File: src/rtl/frv_wb_arb.sv
// Two-master Wishbone classic arbiter: FazyRV imem/dmem onto one slave bus.
// Optional slave-ack timeout enabled by defining FRV_WB_ARB_TIMEOUT_EN.
module frv_wb_arb #(
    parameter int unsigned TIMEOUT_CYC = 255
) (
    input  logic        clk_i,
    input  logic        rst_in,
    input  logic        m_i_cyc_i,
    input  logic        m_i_stb_i,
    input  logic [31:0] m_i_adr_i,
    output logic [31:0] m_i_dat_o,
    output logic        m_i_ack_o,
    input  logic        m_d_cyc_i,
    input  logic        m_d_stb_i,
    input  logic        m_d_we_i,
    input  logic [3:0]  m_d_be_i,
    input  logic [31:0] m_d_adr_i,
    input  logic [31:0] m_d_dat_i,
    output logic [31:0] m_d_dat_o,
    output logic        m_d_ack_o,
    output logic        s_cyc_o,
    output logic        s_stb_o,
    output logic        s_we_o,
    output logic [3:0]  s_be_o,
    output logic [31:0] s_adr_o,
    output logic [31:0] s_dat_o,
    input  logic [31:0] s_dat_i,
    input  logic        s_ack_i,
    output logic        timeout_o,
    output logic [1:0]  gnt_o
);

    typedef enum logic [1:0] {
        IDLE  = 2'd0,
        BUS_I = 2'd1,
        BUS_D = 2'd2
    } state_t;

    state_t state;
    logic   last_d;
    logic   req_i;
    logic   req_d;
    logic   gi;
    logic   gd;
    logic   tmo;

    assign req_i = m_i_cyc_i & m_i_stb_i;
    assign req_d = m_d_cyc_i & m_d_stb_i;
    assign gi    = (state == BUS_I);
    assign gd    = (state == BUS_D);

`ifdef FRV_WB_ARB_TIMEOUT_EN
    localparam logic [7:0] TMO_LIM = 8'(TIMEOUT_CYC);

    logic [7:0] cnt;
    logic       cur_req;

    assign cur_req = gi ? req_i : req_d;
    // A real ack in the limit cycle wins over the timeout.
    assign tmo = (gi | gd) & cur_req & ~s_ack_i & (cnt == TMO_LIM);

    always_ff @(posedge clk_i or negedge rst_in) begin
        if (!rst_in) begin
            cnt <= 8'd0;
        end else if (state == IDLE) begin
            cnt <= 8'd0;
        end else if (!s_ack_i) begin
            cnt <= cnt + 8'd1;
        end
    end
`else
    logic unused_tmo;

    assign unused_tmo = (TIMEOUT_CYC == 0);
    assign tmo        = 1'b0;
`endif

    always_ff @(posedge clk_i or negedge rst_in) begin
        if (!rst_in) begin
            state  <= IDLE;
            last_d <= 1'b1;
        end else begin
            unique case (state)
                IDLE: begin
                    if (req_i && (!req_d || last_d)) begin
                        state  <= BUS_I;
                        last_d <= 1'b0;
                    end else if (req_d) begin
                        state  <= BUS_D;
                        last_d <= 1'b1;
                    end
                end
                BUS_I: begin
                    if (s_ack_i || !req_i || tmo) state <= IDLE;
                end
                BUS_D: begin
                    if (s_ack_i || !req_d || tmo) state <= IDLE;
                end
                default: state <= IDLE;
            endcase
        end
    end

    always_comb begin
        s_cyc_o = 1'b0;
        s_stb_o = 1'b0;
        s_we_o  = 1'b0;
        s_be_o  = 4'h0;
        s_adr_o = 32'h0;
        s_dat_o = 32'h0;
        if (gi) begin
            s_cyc_o = req_i & ~tmo;
            s_stb_o = req_i & ~tmo;
            s_be_o  = 4'hF;
            s_adr_o = m_i_adr_i;
        end else if (gd) begin
            s_cyc_o = req_d & ~tmo;
            s_stb_o = req_d & ~tmo;
            s_we_o  = m_d_we_i;
            s_be_o  = m_d_be_i;
            s_adr_o = m_d_adr_i;
            s_dat_o = m_d_dat_i;
        end
    end

    assign m_i_ack_o = gi & (s_ack_i | tmo);
    assign m_d_ack_o = gd & (s_ack_i | tmo);
    assign m_i_dat_o = (gi & tmo) ? 32'h0 : s_dat_i;
    assign m_d_dat_o = (gd & tmo) ? 32'h0 : s_dat_i;
    assign timeout_o = tmo;
    assign gnt_o     = {gd, gi};

endmodule
File: config.mk
export PLATFORM = sky130hd
export DESIGN_NAME = frv_wb_arb
export DESIGN_NICKNAME = d
export VERILOG_FILES = /design/src/rtl/frv_wb_arb.sv
export SDC_FILE = /design/constraint.sdc
export NUM_CORES = 1
export LEC_CHECK = 0
export BUFFER_PORTS_ARGS = -buffer_cell sky130_fd_sc_hd__buf_2
export CORE_AREA = 5 5 107 109
export CTS_BUF_LIST = sky130_fd_sc_hd__clkbuf_8 sky130_fd_sc_hd__clkbuf_16
export DETAILED_ROUTE_END_ITERATION = 10
export DIE_AREA = 0 0 112 114
export HOLD_SLACK_MARGIN = 0.05
export MAX_ROUTING_LAYER = met4
export PLACE_DENSITY_LB_ADDON = 0.05
export SKIP_CTS_REPAIR_TIMING = 1
export SYNTH_ARGS = -nofsm -noshare
export SYNTH_HDL_FRONTEND = slang
export SYNTH_SLANG_ARGS = --single-unit
export TNS_END_PERCENT = 1
File: constraint.sdc
create_clock -name clk_i -period 3.99 [get_ports clk_i]
set_input_delay 0.798 -clock clk_i [delete_from_list [all_inputs] [get_ports clk_i]]
set_output_delay 0.798 -clock clk_i [all_outputs]
set_load 0.005 [all_outputs]
==> impl_metrics.sql <==
INSERT INTO impl_metrics (metric_group, metric, value, unit) VALUES
('yosys', 'postSynth.asyncResetShare', '100', '%'),
('sta', 'postLayoutSetupSlackWorst', '1.26', 'ns'),
('yosys', 'avgSynthCellArea', '7.64', 'um^2'),
('die', 'initial_utilization', '12.2', '%'),
('cts', 'cts_htree_levels', '1', ''),
('detailed_routing', 'wire_per_inst', '16.7', 'um'),
('yosys', 'synth.top_cell.area_share', '42.7', '%'),
('worst_hold_path', 'type_of_the_worst_min_delay_path', 'in2async', ''),
('grt', 'grt_antenna_before_repair', '0', ''),
('cts', 'ctsRootBufferMaster', 'sky130_fd_sc_hd__clkbuf_8', ''),
('critical_path', 'critical_path_class', 'reg2out', ''),
('place', 'placement.io_buffers', '182', ''),
('grt', 'pin_count_of_the_biggest_net_entering_global_routing', '44', ''),
('critical_path', 'setup.worst_path.start_class', 'flop', ''),
('detailed_routing', 'routed-via-count', '1468', ''),
('sta', 'setup_tns', '0', 'ns'),
('power', 'vdd_drop_max', '70.3', 'uV'),
('sta', 'layout_min_cycle_time', '2.73', 'ns'),
('cts', 'clk_pin_slew_worst_paths', '0.03', 'ns'),
('die', 'ios', '280', ''),
('cts', 'max-clock-path-buffers', '2', ''),
('critical_path', 'worstPathRequired', '3.19', 'ns'),
('grt', 'first_global_vias', '1514', ''),
('grt', 'grt_overflow', '0', ''),
('die', 'dieArea', '12800', 'um^2'),
('finish', 'nets', '417', ''),
('detailed_routing', 'drt_first_iter_violations', '71', ''),
('die', 'die_y', '114', 'um'),
('cts', 'clkLatencyLatePin', '0.21', 'ns'),
('finish', 'area_delta_synth_final', '45.5', '%'),
('detailed_routing', 'remaining_drc_errors', '0', ''),
('sta', 'worst_slew_margin_rel', '47.8', '%'),
('place', 'place_worst_setup_slack', '1.42', 'ns'),
('finish', 'fillCellCount', '1241', ''),
('yosys', 'yosysWarnings', '0', ''),
('sta', 'maxClockFrequency', '366', 'MHz'),
('yosys', 'synthDominantAreaCellType', 'sky130_fd_sc_hd__buf_4', ''),
('yosys', 'synthTopCellsByArea', 'sky130_fd_sc_hd__buf_4 43%, sky130_fd_sc_hd__a22o_1 22%, sky130_fd_sc_hd__and2_1 18%, sky130_fd_sc_hd__dfrtp_1 3.9%, sky130_fd_sc_hd__buf_2 2.3%', ''),
('yosys', 'synth-edff-count', '0', ''),
('critical_path', 'worstPathArrival', '1.94', 'ns'),
('yosys', 'postSynthNetCount', '308', ''),
('sta', 'final-setup-viol-count', '0', ''),
('cts', 'cts-buffers-inserted', '3', ''),
('critical_path', 'worstSetupEndpointType', 'output port', ''),
('yosys', 'yosys_most_used_dff', 'sky130_fd_sc_hd__dfrtp_1', ''),
('yosys', 'synth_sequential_area_ratio', '5.95', '%'),
('cts', 'tritoncts', 'yes', ''),
('yosys', 'yosysUniqueCellTypes', '20', ''),
('place', 'hpwl', '6.07', 'mm'),
('sta', 'slew_limit_fails', '0', ''),
('cts', 'tritoncts_num_sinks', '3', ''),
('die', 'rows', '38', ''),
('die', 'die_width', '112', 'um'),
('sta', 'period_share', '68.5', '%'),
('yosys', 'synth-seq-cells', '3', ''),
('flow_run', 'max_cap_violations', '0', ''),
('detailed_routing', 'antenna_left', '0', ''),
('yosys', 'mappedNetlistArea', '1280', 'um^2'),
('power', 'total_power_density_per_cell_area', '170', 'nW/um^2'),
('power', 'leakage', '1.19', 'nW'),
('finish', 'num_antenna_cells', '0', ''),
('sta', 'worst_slew_pin_slew', '0.781', 'ns'),
('place', 'gp_congestion', '0.812', ''),
('run_status', 'run_status', 'completed', ''),
('yosys', 'postSynthCellCount', '168', ''),
('detailed_routing', 'vias_per_cell', '3.53', ''),
('sta', 'timing.final.hold_violations', '0', ''),
('die', 'floorplan.core_area', '10500', 'um^2'),
('yosys', 'netlist_top_cells_count', '73 x sky130_fd_sc_hd__buf_4, 36 x sky130_fd_sc_hd__and2_1, 32 x sky130_fd_sc_hd__a22o_1', ''),
('sta', 'whs', '0.373', 'ns'),
('grt', 'grt_first_pass_wirelength', '9.56', 'mm'),
('finish', 'post_route_cells_drive_above_1_share', '68.8', '%'),
('critical_path', 'timing.critical_path.fanout_max', '43', ''),
('grt', 'grtUsageTotal', '10.1', '%'),
('sta', 'finalClockSkew', '0.000736', 'ns'),
('detailed_routing', 'drt_wl_total', '6.94', 'mm'),
('detailed_routing', 'first_pass_iters', '4', ''),
('yosys', 'yosys.cell_count.top_type', 'sky130_fd_sc_hd__buf_4', ''),
('sta', 'grt_setup_unrepaired', 'no', '');
==> kinds of logic (layout without fill, tap and decap cells) <==
logic type | Yosys count | count (layout) | synth area share [%]
buffers and inverters | 81 | 189 | 45.6
AND/OR/NAND/NOR | 43 | 43 | 21.1
other | 1 | 1 | 0.292
AO/OA/AOI/OAI | 40 | 40 | 27.1
flip-flops | 3 | 3 | 5.95
==> sequential cells by signal, indices dropped and copies added, names as in the netlist <==
name,flops
last_d,1
state,2
==> routing by layer <==
metal | global-route usage (%) | part of all wire [%] | vias up
met3 | 3.50 | 10 | 15
li1 | - | - | 718
met2 | 19.8 | 57 | 124
met5 | - | 0 | -
met4 | 2.56 | 1.6 | 0
met1 | 9.24 | 31 | 611
==> worst paths after layout <==
kind                       cells after the start                   end                  from  slack [ns]
min in group clk_i                             2    last_d$_DFFE_PN1P_    last_d$_DFFE_PN1P_        0.51
min reg2reg                                    2    last_d$_DFFE_PN1P_    last_d$_DFFE_PN1P_        0.51
max                                            4           s_adr_o[10]  state[1]$_DFFE_PN0P_        1.26
max in group asynchronous                      1    last_d$_DFFE_PN1P_                rst_in        3.42
min                                            1  state[1]$_DFFE_PN0P_                rst_in        0.37
max reg2reg                                    2  state[0]$_DFFE_PN0P_  state[0]$_DFFE_PN0P_        2.77
==> placed cells by master (no fill, tap or decap), types with 2 or more instances in the layout <==
| cell | n |
|---|---|
| sky130_fd_sc_hd__buf_2 | 182 |
| sky130_fd_sc_hd__and2_1 | 36 |
| sky130_fd_sc_hd__a22o_1 | 32 |
| sky130_fd_sc_hd__a21o_1 | 4 |
| sky130_fd_sc_hd__clkbuf_8 | 3 |
| sky130_fd_sc_hd__inv_1 | 2 |
| sky130_fd_sc_hd__nand2_1 | 2 |
| sky130_fd_sc_hd__dfrtp_1 | 2 |
==> cell type report <==
type | instances | area [um^2] | area share [%]
inverter | 1 | 3.75 | 0.201
multi-input combinational | 84 | 629 | 33.7
sequential | 3 | 76.3 | 4.09
clock buffer | 3 | 41.3 | 2.21
clock inverter | 1 | 3.75 | 0.201
tap | 140 | 175 | 9.38
timing repair buffer | 184 | 938 | 50.2
==> per-stage QoR <==
stage / std cells / instance area, um^2 / power, W / utilization [%]
final: 416 / 1870 / 0.000318 / 17.8
after global routing: 416 / 1870 / 0.000349 / 17.8
after CTS: 416 / 1870 / 0.000326 / 17.8
after detailed placement: 412 / 1820 / 0.000238 / 17.3
after global placement: 412 / 1820 / 0.000243 / 17.3
after floorplan: 168 / 1280 / 0.000178 / -
==> where the power goes <==
group	internal [W]	switching [W]
registers	0.0000376	0.00000426
logic	0.000107	0.0000837
clock network	0.0000655	0.0000199
total	0.000210	0.000108
==> critical path, stage by stage (launching register included) <==
cell                      delay [ns]
sky130_fd_sc_hd__dfrtp_1        0.46
sky130_fd_sc_hd__nor2b_4        0.71
sky130_fd_sc_hd__buf_12         0.27
sky130_fd_sc_hd__a22o_1         0.16
sky130_fd_sc_hd__buf_2          0.12
Note: power is estimated with default switching activity, not from simulation.
